[config.mk]
export PLATFORM = sky130hd
export DESIGN_NAME = seq_mult_arbiter
export DESIGN_NICKNAME = d
export VERILOG_FILES = /design/src/rtl/seq_mult_arbiter.sv
export SDC_FILE = /design/constraint.sdc
export NUM_CORES = 1
export LEC_CHECK = 0
export CORE_MARGIN = 4
export CORE_UTILIZATION = 41
export CTS_BUF_LIST = sky130_fd_sc_hd__clkbuf_16
export DETAILED_ROUTE_END_ITERATION = 10
export GPL_TIMING_DRIVEN = 0
export PLACE_DENSITY = 0.86
export SLEW_MARGIN = 20
export SYNTH_ARGS = -nofsm -noshare
export SYNTH_HDL_FRONTEND = slang
export SYNTH_SLANG_ARGS = --single-unit
export TNS_END_PERCENT = 5
[constraint.sdc]
create_clock -name clk -period 2.5 [get_ports clk]
set_input_delay 0.5 -clock clk [delete_from_list [all_inputs] [get_ports clk]]
set_output_delay 0.5 -clock clk [all_outputs]
set_load 0.01 [all_outputs]
[src/rtl/seq_mult_arbiter.sv]
// seq_mult_arbiter: round-robin front end that shares one external shift-add multiplier
// among several valid/ready requesters and returns tagged products on one response channel.
module seq_mult_arbiter #(
  parameter int unsigned BIT_WIDTH = 4,
  parameter int unsigned NUM_REQ   = 4,
  localparam int unsigned ID_W     = $clog2(NUM_REQ)
) (
  input  logic                         clk,
  input  logic                         reset_n,
  input  logic [NUM_REQ-1:0]           req_valid,
  output logic [NUM_REQ-1:0]           req_ready,
  input  logic [NUM_REQ*BIT_WIDTH-1:0] req_factor1,
  input  logic [NUM_REQ*BIT_WIDTH-1:0] req_factor2,
  output logic                         rsp_valid,
  input  logic                         rsp_ready,
  output logic [2*BIT_WIDTH-1:0]       rsp_product,
  output logic [ID_W-1:0]              rsp_id,
  output logic                         busy,
  output logic                         mult_reset,
  output logic                         mult_load,
  output logic                         mult_enable,
  output logic [BIT_WIDTH-1:0]         mult_factor1,
  output logic [BIT_WIDTH-1:0]         mult_factor2,
  input  logic [2*BIT_WIDTH-1:0]       mult_product
);

  localparam int unsigned      CNT_W    = $clog2(BIT_WIDTH + 1);
  localparam logic [CNT_W-1:0] CNT_LAST = CNT_W'(BIT_WIDTH - 1);
  localparam logic [ID_W-1:0]  ID_LAST  = ID_W'(NUM_REQ - 1);

  typedef enum logic [2:0] {
    S_IDLE    = 3'd0,
    S_LOAD    = 3'd1,
    S_RUN     = 3'd2,
    S_CAPTURE = 3'd3,
    S_RESP    = 3'd4
  } state_t;

  state_t               state_q;
  state_t               state_d;
  logic [ID_W-1:0]      rr_ptr_q;
  logic [CNT_W-1:0]     cnt_q;
  logic [ID_W-1:0]      win_id;
  logic [ID_W-1:0]      scan_id;
  logic                 win_found;
  logic [BIT_WIDTH-1:0] win_f1;
  logic [BIT_WIDTH-1:0] win_f2;
  logic                 accept;
  logic                 rsp_fire;

  // The multiplier's synchronous reset simply follows the block reset.
  assign mult_reset = ~reset_n;

  // Round-robin search: first valid requester starting at rr_ptr, plus its operands.
  always_comb begin
    win_found = 1'b0;
    win_id    = '0;
    scan_id   = '0;
    win_f1    = '0;
    win_f2    = '0;
    for (int unsigned k = 0; k < NUM_REQ; k++) begin
      scan_id = ID_W'((32'(rr_ptr_q) + k) % NUM_REQ);
      if (!win_found && req_valid[scan_id]) begin
        win_found = 1'b1;
        win_id    = scan_id;
      end
    end
    for (int unsigned i = 0; i < NUM_REQ; i++) begin
      if (ID_W'(i) == win_id) begin
        win_f1 = req_factor1[i*BIT_WIDTH +: BIT_WIDTH];
        win_f2 = req_factor2[i*BIT_WIDTH +: BIT_WIDTH];
      end
    end
  end

  // Next-state logic; req_ready is the only combinational handshake output.
  always_comb begin
    state_d   = state_q;
    req_ready = '0;
    accept    = 1'b0;
    rsp_fire  = 1'b0;
    case (state_q)
      S_IDLE: begin
        if (win_found) begin
          req_ready = NUM_REQ'(1) << win_id;
          accept    = 1'b1;
          state_d   = S_LOAD;
        end
      end
      S_LOAD:    state_d = S_RUN;
      S_RUN:     if (cnt_q == CNT_LAST) state_d = S_CAPTURE;
      S_CAPTURE: state_d = S_RESP;
      S_RESP: begin
        if (rsp_ready) begin
          rsp_fire = 1'b1;
          state_d  = S_IDLE;
        end
      end
      default:   state_d = S_IDLE;
    endcase
  end

  // State register; reset drops any in-flight job.
  always_ff @(posedge clk or negedge reset_n) begin
    if (!reset_n) state_q <= S_IDLE;
    else          state_q <= state_d;
  end

  // Datapath and registered outputs, decoded from the upcoming state so they align with it.
  always_ff @(posedge clk or negedge reset_n) begin
    if (!reset_n) begin
      rr_ptr_q     <= '0;
      cnt_q        <= '0;
      mult_factor1 <= '0;
      mult_factor2 <= '0;
      rsp_id       <= '0;
      rsp_product  <= '0;
      rsp_valid    <= 1'b0;
      busy         <= 1'b0;
      mult_load    <= 1'b0;
      mult_enable  <= 1'b0;
    end else begin
      if (accept) begin
        mult_factor1 <= win_f1;
        mult_factor2 <= win_f2;
        rsp_id       <= win_id;
      end
      if (state_q == S_LOAD)      cnt_q <= '0;
      else if (state_q == S_RUN)  cnt_q <= cnt_q + CNT_W'(1);
      if (state_q == S_CAPTURE)   rsp_product <= mult_product;
      if (rsp_fire) rr_ptr_q <= (rsp_id == ID_LAST) ? '0 : rsp_id + ID_W'(1);
      busy        <= (state_d != S_IDLE);
      mult_load   <= (state_d == S_LOAD);
      mult_enable <= (state_d == S_RUN);
      rsp_valid   <= (state_d == S_RESP);
    end
  end

endmodule

==> qor.yml, run 1 <==
ys_async_sr_fraction: 1.00
ys_seq_area_frac: 0.468
clock_skew_ns: 0.00412
clockBufferDepth: 2
synthesis.area_sq_mm: 0.00161
drtIter0Drc: 93
via_per_inst: 4.91
synth_edf_count: 0
dpl.hpwl_mm: 2.77
ys.flop_type: "dfrtp_1"
final_nets: 271
hold_violations: 0
grt_usage: 0.156
critical_path_peak_fanout: 18
tightest_slew_ns: 0.663
crit_chain: "buf_2 > or4_1 > buf_6 > nor3_2 > clkdlybuf4s15_2"
reg2reg_depth: 5
setup_viol: 0
place_congestion: 0.769
ys.warnings.count: 0
firstDrtPassIters: 4
drv_cap: 0
syn-num-nets: 192
io_pins: 74
whs_ns: 0.264
critPathArrivalTime_ns: 1.89
fp.dieW_um: 70.6
vias: 1320
rsz0062_at_grt: "yes"
avgSynthCellArea_sq_um: 11.3
cp.required_ns: 2.00
antenna_left: 0
fin_util: 0.692
worstSetupStartpointType: "flop"
critPathKind: "flop to output pin"
wl_per_cell_um: 13.6
hold_buffers: 0
synth_seq_cells: 30
core_area_sq_mm: 0.00372
fp.dieH_um: 70.6
cpLargestDelayFamily: "simple AND/OR/NAND/NOR gates"
min_period_ns: 2.39
crit_buf_inv: 3
cts.reportedPaths.clkPinSlew_ns: 0.05
timing.final.crit_share: 0.956
grt_pass1_vias: 1327
grt_max_degree: 32
maxSlewHeadroom: 0.556
grt_antenna_before_repair: 0
r2r-end: "mult_factor1[2]"
h-tree-depth: 2
layout_commonest_cell: "clkdlybuf4s50_1"
area_growth_pct: 60.2
cts_buffers: 5
endpoint: "req_ready[3]"
crit_path_top_delay_cell: "or4_1"
final_cell_mix: "clkdlybuf4s50_1, dfrtp_1, nor2_1, mux2_2"
power.total_uw: 3100
min_path_type: "input port to async pin"
drv_slew: 0
dieArea_sq_mm: 0.00498
critPathMaxStageDelay_ns: 0.53
synthCells: 142
power_density_mw_per_mm2: 1210
drc: 0
rrSetupSlack_ns: 0.44
end_kind: "output pin"
overflow: 0
drive_gt1_frac: 0.190
cts-root-buf: "clkbuf_16"
reg2reg_from: "state_q[0]"
cts_sinks: 30
insertion_delay_ns: 0.27
timing.fmax_ghz: 0.418
num_rows: 22
ys_types: 35
wirelength_mm: 3.67
grt_pass1_wl_mm: 6.15
antenna_cells: 0
p_leak_uw: 0.00113
outcome: "complete, no violations"
cp-startpoint: "state_q[0]"
start_util: 0.432
critical_path_depth: 5
vdd_drop_max_mv: 0.564
io_buffers: 73
cts_tree: "yes"
layer usage:
metal	vias up	routed length, um	track usage
li1	662	-	-
met1	599	1530	0.193
met2	53	1750	0.234
met3	6	333	0.0639
met4	0	49	0.0793
met5	-	0	0
repair_timing:
action,CTS,global route
cloned,0,0
buffers inserted,1,0
pin swaps,2,1
gates resized for setup,21,7
setup endpoints to repair,4,4
cells by family after synthesis:
kind of cell	synth area share
compound gates	0.121
xor+xnor	0.00546
fa+ha+maj	0.0234
buf+inv	0.0522
flops	0.468
mux	0.200
simple gates	0.130
Yosys cell counts, drive strengths merged, types with 2 or more instances:
cell | n | area, sq um
a21o | 2 | 15.0
buf | 5 | 46.3
and3 | 2 | 12.5
nand2 | 7 | 26.3
and2 | 8 | 50.1
inv | 9 | 33.8
ha | 3 | 37.5
a21oi | 2 | 10.0
o21bai | 2 | 15.0
a221o | 8 | 80.1
a22oi | 2 | 15.0
dfrtp | 30 | 751
or2 | 3 | 18.8
nor2 | 10 | 37.5
o21ai | 8 | 40.0
mux2 | 25 | 312
nor3 | 5 | 25.0
final cells by class:
class | instances | area [sq um]
plain buffers | 4 | 47.5
flip-flops and latches | 30 | 751
repair buffers | 74 | 724
well taps | 48 | 60.1
multi-input cells | 97 | 796
inverters | 9 | 33.8
clock inverters | 2 | 33.8
clock buffers | 5 | 125
fillers | 276 | 1140
through the flow:
stage                     cell area (sq um)  std cells  TNS (ns)  worst slack (ns)
after floorplan                        1610        142         0             0.355
after global placement                 2400        263     -5.24            -0.680
after detailed placement               2390        263     -4.63            -0.671
after CTS                              2570        270         0            0.0616
after global routing                   2570        269  -0.00277          -0.00277
final                                  2570        269         0             0.110
sequential cells by signal, indices dropped and copies added, names as in the netlist:
register and count:
busy 1, cnt_q 3, mult_enable 1, mult_factor1 4, mult_factor2 4, mult_load 1
rr_ptr_q 2, rsp_id 2, rsp_product 8, rsp_valid 1, state_q 3
how the worst min path moves through the flow:
stage                   startpoint              to  cells after the start
floorplan                  reset_n            busy                      0
global placement    rsp_product[4]  rsp_product[4]                      1
detailed placement  rsp_product[7]  rsp_product[7]                      1
CTS                        reset_n      state_q[2]                      1
global route               reset_n      state_q[2]                      1
finish                     reset_n        cnt_q[1]                      1
report_power, final:
group / internal, uW / switching [uW]
Sequential: 726 / 141
Clock: 458 / 187
Combinational: 903 / 687
No activity file was read; power rests on OpenSTA's default activity.
==> run 2, diff against run 1 <==
--- a/config.mk
+++ b/config.mk
@@ -10,6 +10,7 @@
 export CTS_BUF_LIST = sky130_fd_sc_hd__clkbuf_16
 export DETAILED_ROUTE_END_ITERATION = 10
 export GPL_TIMING_DRIVEN = 0
+export MAX_ROUTING_LAYER = met4
 export PLACE_DENSITY = 0.86
 export SLEW_MARGIN = 20
 export SYNTH_ARGS = -nofsm -noshare
==> run 2 against run 1 <==
Against the previous run:
- clock skew hardly changed
- sequential share of layout area stayed put
- non-clock buffer count stayed put
- global-route usage is 0.47 points higher
- sequential power hardly changed
- critical path depth stayed put
- register-to-register slack hardly changed
- critical endpoint unchanged
==> qor.yml, run 2 (synthesis results as in run 1) <==
maxSlewHeadroom: 0.556  # about the same
placed_cell_area_sq_mm: 0.00239  # unchanged
grt_max_degree: 32  # unchanged
drtIter0Drc: 93  # unchanged
critPathMaxStageDelay_ns: 0.53  # about the same
drv_cap: 0  # unchanged
worstSetupStartpointType: "flop"  # unchanged
place_congestion: 0.779  # was 0.769
n_fill_cell: 276  # unchanged
min_path_type: "input port to async pin"  # unchanged
firstDrtPassIters: 4  # unchanged
wl_per_cell_um: 13.6  # about the same
core_area_sq_mm: 0.00372  # unchanged
clockBufferDepth: 2  # unchanged
instances_no_fill: 269  # unchanged
rsz0062_at_grt: "yes"  # unchanged
crit_path_top_delay_cell: "or4_1"  # unchanged
timing.fmax_ghz: 0.418  # about the same
grt_pass1_wl_mm: 6.15  # about the same
end_kind: "output pin"  # unchanged
tns_ns: 0  # unchanged
cts_sinks: 30  # unchanged
whs_ns: 0.264  # about the same
top_regs: "rsp_product (8), mult_factor1 (4), mult_factor2 (4)"  # unchanged
grt_pass1_vias: 1326  # was 1327
io_buffers: 73  # unchanged
cts-root-buf: "clkbuf_16"  # unchanged
insertion_delay_ns: 0.27  # about the same
fp.dieH_um: 70.6  # unchanged
vias: 1319  # was 1320
critPathKind: "flop to output pin"  # unchanged
setup_viol: 0  # unchanged
outcome: "complete, no violations"  # unchanged
grt_antenna_before_repair: 0  # unchanged
hold_violations: 0  # unchanged
dp.cells: 263  # unchanged
grt_usage: 0.161  # was 0.156
tightest_slew_ns: 0.664  # was 0.663 ns
num_rows: 22  # unchanged
critPathArrivalTime_ns: 1.89  # about the same
p_leak_uw: 0.00113  # unchanged
cp.required_ns: 2.00  # about the same
drc: 0  # unchanged
power_density_mw_per_mm2: 1210  # about the same
cts.reportedPaths.clkPinSlew_ns: 0.05  # about the same
wirelength_mm: 3.67  # about the same
layout_commonest_cell: "clkdlybuf4s50_1"  # unchanged
overflow: 0  # unchanged
start_util: 0.432  # unchanged
seq_area_sq_um: 751  # unchanged
clock_skew_ns: 0.00410  # was 0.00412 ns
vdd_drop_max_mv: 0.564  # about the same
drv_slew: 0  # unchanged
dpl.hpwl_mm: 2.77  # unchanged
antenna_cells: 0  # unchanged
antenna_left: 0  # unchanged
area_growth_pct: 60.2  # unchanged
largest-register: "rsp_product"  # unchanged
final_cell_mix: "clkdlybuf4s50_1, dfrtp_1, nor2_1, mux2_2"  # unchanged
cts_tree: "yes"  # unchanged
dieArea_sq_mm: 0.00498  # unchanged
h-tree-depth: 2  # unchanged
io_pins: 74  # unchanged
via_per_inst: 4.90  # was 4.91
cts_buffers: 5  # unchanged
drive_gt1_frac: 0.190  # unchanged
final_nets: 271  # unchanged
stdcell_area_sq_mm: 0.00257  # unchanged
fp.dieW_um: 70.6  # unchanged
critical_path_peak_fanout: 18  # unchanged
timing.final.crit_share: 0.956  # about the same
largest_reg_flops: 8  # unchanged
multi_input_area_sq_um: 796  # unchanged
crit_chain: "buf_2 > or4_1 > buf_6 > nor3_2 > clkdlybuf4s15_2"  # unchanged
min_period_ns: 2.39  # about the same
==> run 2: power breakdown <==
part           internal, uW  leakage, uW  switching (uW)  total [uW]
combinational           903     0.000687             687        1590
sequential              726     0.000368             141         867
clock                   459    0.0000773             187         645
==> run 2: through the flow <==
stage,util,setup slack [ns],power [uW]
5_1_grt,0.692,-0.00277,3320
3_5_place_dp,0.643,-0.671,2450
4_1_cts,0.693,0.0616,3140
6_report,0.692,0.109,3100
3_3_place_gp,0.645,-0.680,2400
2_1_floorplan,-,0.355,1790
==> run 2: cell type report <==
class | count | share of cell area
inverter | 9 | 0.0131
sequential | 30 | 0.292
clock buffer | 5 | 0.0487
buffer | 4 | 0.0185
clock inverter | 2 | 0.0131
multi-input combinational | 97 | 0.309
tap | 48 | 0.0234
timing repair buffer | 74 | 0.282
==> run 2: final timing paths <==
check	from	endpoint	slack, ns	cells after the start
hold reg to reg	rsp_product[2]	rsp_product[2]	0.49	1
min in group clk	rsp_product[2]	rsp_product[2]	0.49	1
hold / removal	reset_n	cnt_q[1]	0.26	1
setup reg to reg	state_q[0]	mult_factor1[2]	0.44	5
setup / recovery	state_q[0]	req_ready[3]	0.11	5
max in group asynchronous	reset_n	mult_factor1[2]	1.81	1
==> run 2: repair_timing <==
item	4_1_cts	5_1_grt
setup buffers	1	0
endpoints found under the setup margin	4	4
pin swaps	2	1
hold buffers	0	0
gates resized for setup	21	7
==> run 2: routing by layer <==
layer,up-vias,routed length (um),global-route usage
met4,0,47,0.0793
met5,-,0,-
met1,598,1540,0.195
met3,6,318,0.0611
li1,662,-,-
met2,53,1760,0.234
==> run 2: worst max-delay path: cells and delay by family, from the launching register on <==
kind	cells	cell delay, ns
buffers and inverters	3	0.58
and+or+nand+nor	2	0.69
DFF	1	0.34
==> run 3, diff against run 2 <==
--- a/config.mk
+++ b/config.mk
@@ -6,12 +6,12 @@
 export NUM_CORES = 1
 export LEC_CHECK = 0
 export CORE_MARGIN = 4
-export CORE_UTILIZATION = 41
-export CTS_BUF_LIST = sky130_fd_sc_hd__clkbuf_16
+export CORE_UTILIZATION = 44
+export CTS_BUF_LIST = sky130_fd_sc_hd__clkbuf_4 sky130_fd_sc_hd__clkbuf_8 sky130_fd_sc_hd__clkbuf_16
 export DETAILED_ROUTE_END_ITERATION = 10
 export GPL_TIMING_DRIVEN = 0
 export MAX_ROUTING_LAYER = met4
-export PLACE_DENSITY = 0.86
+export PLACE_DENSITY = 0.91
 export SLEW_MARGIN = 20
 export SYNTH_ARGS = -nofsm -noshare
 export SYNTH_HDL_FRONTEND = slang
==> constraint.sdc (replaced) <==
create_clock -name clk -period 3.05 [get_ports clk]
set_input_delay 0.61 -clock clk [delete_from_list [all_inputs] [get_ports clk]]
set_output_delay 0.61 -clock clk [all_outputs]
set_load 0.01 [all_outputs]
==> run 3 against run 2 <==
Against the previous run:
- via count grew 5.8%
- total power is 25% lower
- global-route usage increased by 3.4 points
- sequential share of layout area is 0.89 points higher
- non-clock buffer count unchanged
- critical path type is now input port to output pin
- critical endpoint is now req_ready[0]
==> qor.yml, run 3 (synthesis results as in run 1) <==
place_ws_ns: -0.444  # was -0.671 ns
cts_buffers: 5  # unchanged
fp.dieH_um: 68.4  # was 70.6 um
rrSetupSlack_ns: 0.88  # was 0.44 ns
timing.fmax_ghz: 0.363
outcome: "complete, no violations"  # unchanged
p_leak_uw: 0.00110  # was 0.00113 uW
reg2reg_depth: 5  # unchanged
reg2reg_from: "state_q[0]"  # unchanged
final_cell_mix: "clkdlybuf4s50_1, dfrtp_1, nor2_1, mux2_2"  # unchanged
end_kind: "output pin"  # unchanged
maxSlewHeadroom: 0.546  # was 0.556
start_util: 0.466  # was 0.432
antenna_left: 0  # unchanged
area_growth_pct: 55.4  # was 60.2%
dpl.hpwl_mm: 3.13  # was 2.77 mm
grt_max_degree: 32  # unchanged
io_pins: 74  # unchanged
vias: 1396  # was 1319
rsz0062_at_grt: "no"  # was yes
antenna_cells: 0  # unchanged
clockBufferDepth: 2  # unchanged
cts_sinks: 30  # unchanged
insertion_delay_ns: 0.27  # about the same
cts.reportedPaths.clkPinSlew_ns: 0.06  # was 0.05 ns
grt_pass1_vias: 1465  # was 1326
via_per_inst: 5.23  # was 4.90
n_fill_cell: 260  # was 276
hold_buffers: 0  # unchanged
core_area_sq_mm: 0.00344  # was 0.00372 sq mm
tightest_slew_ns: 0.679  # was 0.664 ns
critPathArrivalTime_ns: 2.14  # was 1.89 ns
layout_commonest_cell: "clkdlybuf4s50_1"  # unchanged
critical_path_peak_fanout: 10  # was 18
largest_reg_flops: 8  # unchanged
p_int_uw: 1500  # was 2090 uW
tns_ns: 0  # unchanged
cts_tree: "yes"  # unchanged
min_period_ns: 2.75
p_clk_frac: 0.133  # was 0.208
drtIter0Drc: 51  # was 93
grt_usage: 0.195  # was 0.161
worstSetupStartpointType: "input port"  # was flop
r2r-end: "mult_factor1[2]"  # unchanged
timing.final.crit_share: 0.903
vdd_drop_max_mv: 0.618  # was 0.564 mV
dp.cells: 261  # was 263
fp.dieW_um: 68.4  # was 70.6 um
grt_antenna_before_repair: 0  # unchanged
drv_slew: 0  # unchanged
min_path_type: "input port to async pin"  # unchanged
dieArea_sq_mm: 0.00468  # was 0.00498 sq mm
wl_per_cell_um: 15.1  # was 13.6 um
seqPwrFrac: 0.304  # was 0.280
swShare: 0.352  # was 0.327
timing.final.ws_setup_ns: 0.295  # was 0.109 ns
clock_skew_ns: 0.00818  # was 0.00410 ns
largest-register: "rsp_product"  # unchanged
h-tree-depth: 2  # unchanged
instances_no_fill: 267  # was 269
drv_cap: 0  # unchanged
cts-root-buf: "clkbuf_8"  # was clkbuf_16
hold_violations: 0  # unchanged
power.total_uw: 2310  # was 3100 uW
drc: 0  # unchanged
io_buffers: 73  # unchanged
grt_pass1_wl_mm: 6.46  # was 6.15 mm
overflow: 0  # unchanged
num_rows: 21  # was 22
wirelength_mm: 4.02  # was 3.67 mm
power.net_switching_uw: 814  # was 1010 uW
firstDrtPassIters: 4  # unchanged
combPwrFrac: 0.563  # was 0.512
power_density_mw_per_mm2: 927  # was 1210 mW/mm^2
critPathKind: "input port to output pin"  # was flop to output pin
place_congestion: 0.766  # was 0.779
setup_viol: 0  # unchanged
cp.required_ns: 2.44  # was 2.00 ns
top_regs: "rsp_product (8), mult_factor1 (4), mult_factor2 (4)"  # unchanged
final_nets: 271  # unchanged
drive_gt1_frac: 0.176  # was 0.190
## run 3: metal layers
metal / GRT usage / share of wire / up-vias / wire length, um
met2: 0.315 / 0.50 / 47 / 2020
met5: - / 0 / - / 0
met3: 0.0509 / 0.048 / 13 / 192
met4: 0.0868 / 0.033 / 0 / 134
li1: - / - / 666 / -
met1: 0.226 / 0.42 / 670 / 1680
## run 3: final cells by class
type / count / area [sq um] / share of cell area
sequential: 30 / 751 / 0.301
clock buffer: 7 / 83.8 / 0.0336
inverter: 9 / 33.8 / 0.0135
buffer: 5 / 45.0 / 0.0181
multi-input combinational: 97 / 795 / 0.318
tap: 46 / 57.6 / 0.0231
timing repair buffer: 73 / 729 / 0.292
## run 3: what timing repair did
action | CTS | global route
endpoints found under the setup margin | 4 | 4
gates resized for setup | 21 | 3
pin swaps | 0 | 0
setup buffers | 0 | 0
endpoints found under the hold margin | 0 | 0
## run 3: worst max-delay path by stage
stage                       from  slack [ns]           end
floorplan           req_valid[1]        0.79  req_ready[0]
CTS                 req_valid[0]        0.03  req_ready[0]
finish              req_valid[1]        0.30  req_ready[0]
detailed placement  req_valid[1]       -0.44  req_ready[0]
global placement    req_valid[1]       -0.34  req_ready[1]
global route        req_valid[2]        0.20  req_ready[3]
## run 3: worst max-delay path, cell delays in order
cell             delay, ns
dlygate4sd2_1         0.31
nor2_1                0.11
a2111oi_4             0.35
or2_1                 0.17
buf_6                 0.15
buf_12                0.15
nor3_2                0.05
clkdlybuf4s15_2       0.24
## run 3: power groups by stage
stage | registers (uW) | clock network [uW] | logic (uW)
2_1_floorplan | 760 | 0 | 707
3_3_place_gp | 695 | 0 | 1270
3_5_place_dp | 706 | 0 | 1300
4_1_cts | 700 | 316 | 1300
5_1_grt | 727 | 332 | 1420
6_report | 703 | 307 | 1300
## run 3: through the flow
step | utilization | hold WS, ns | area (sq um)
after floorplan | - | 0.314 | 1610
after global placement | 0.695 | 0.473 | 2390
after detailed placement | 0.694 | 0.483 | 2390
after CTS | 0.720 | 0.385 | 2480
after global routing | 0.725 | 0.418 | 2490
final | 0.725 | 0.365 | 2490
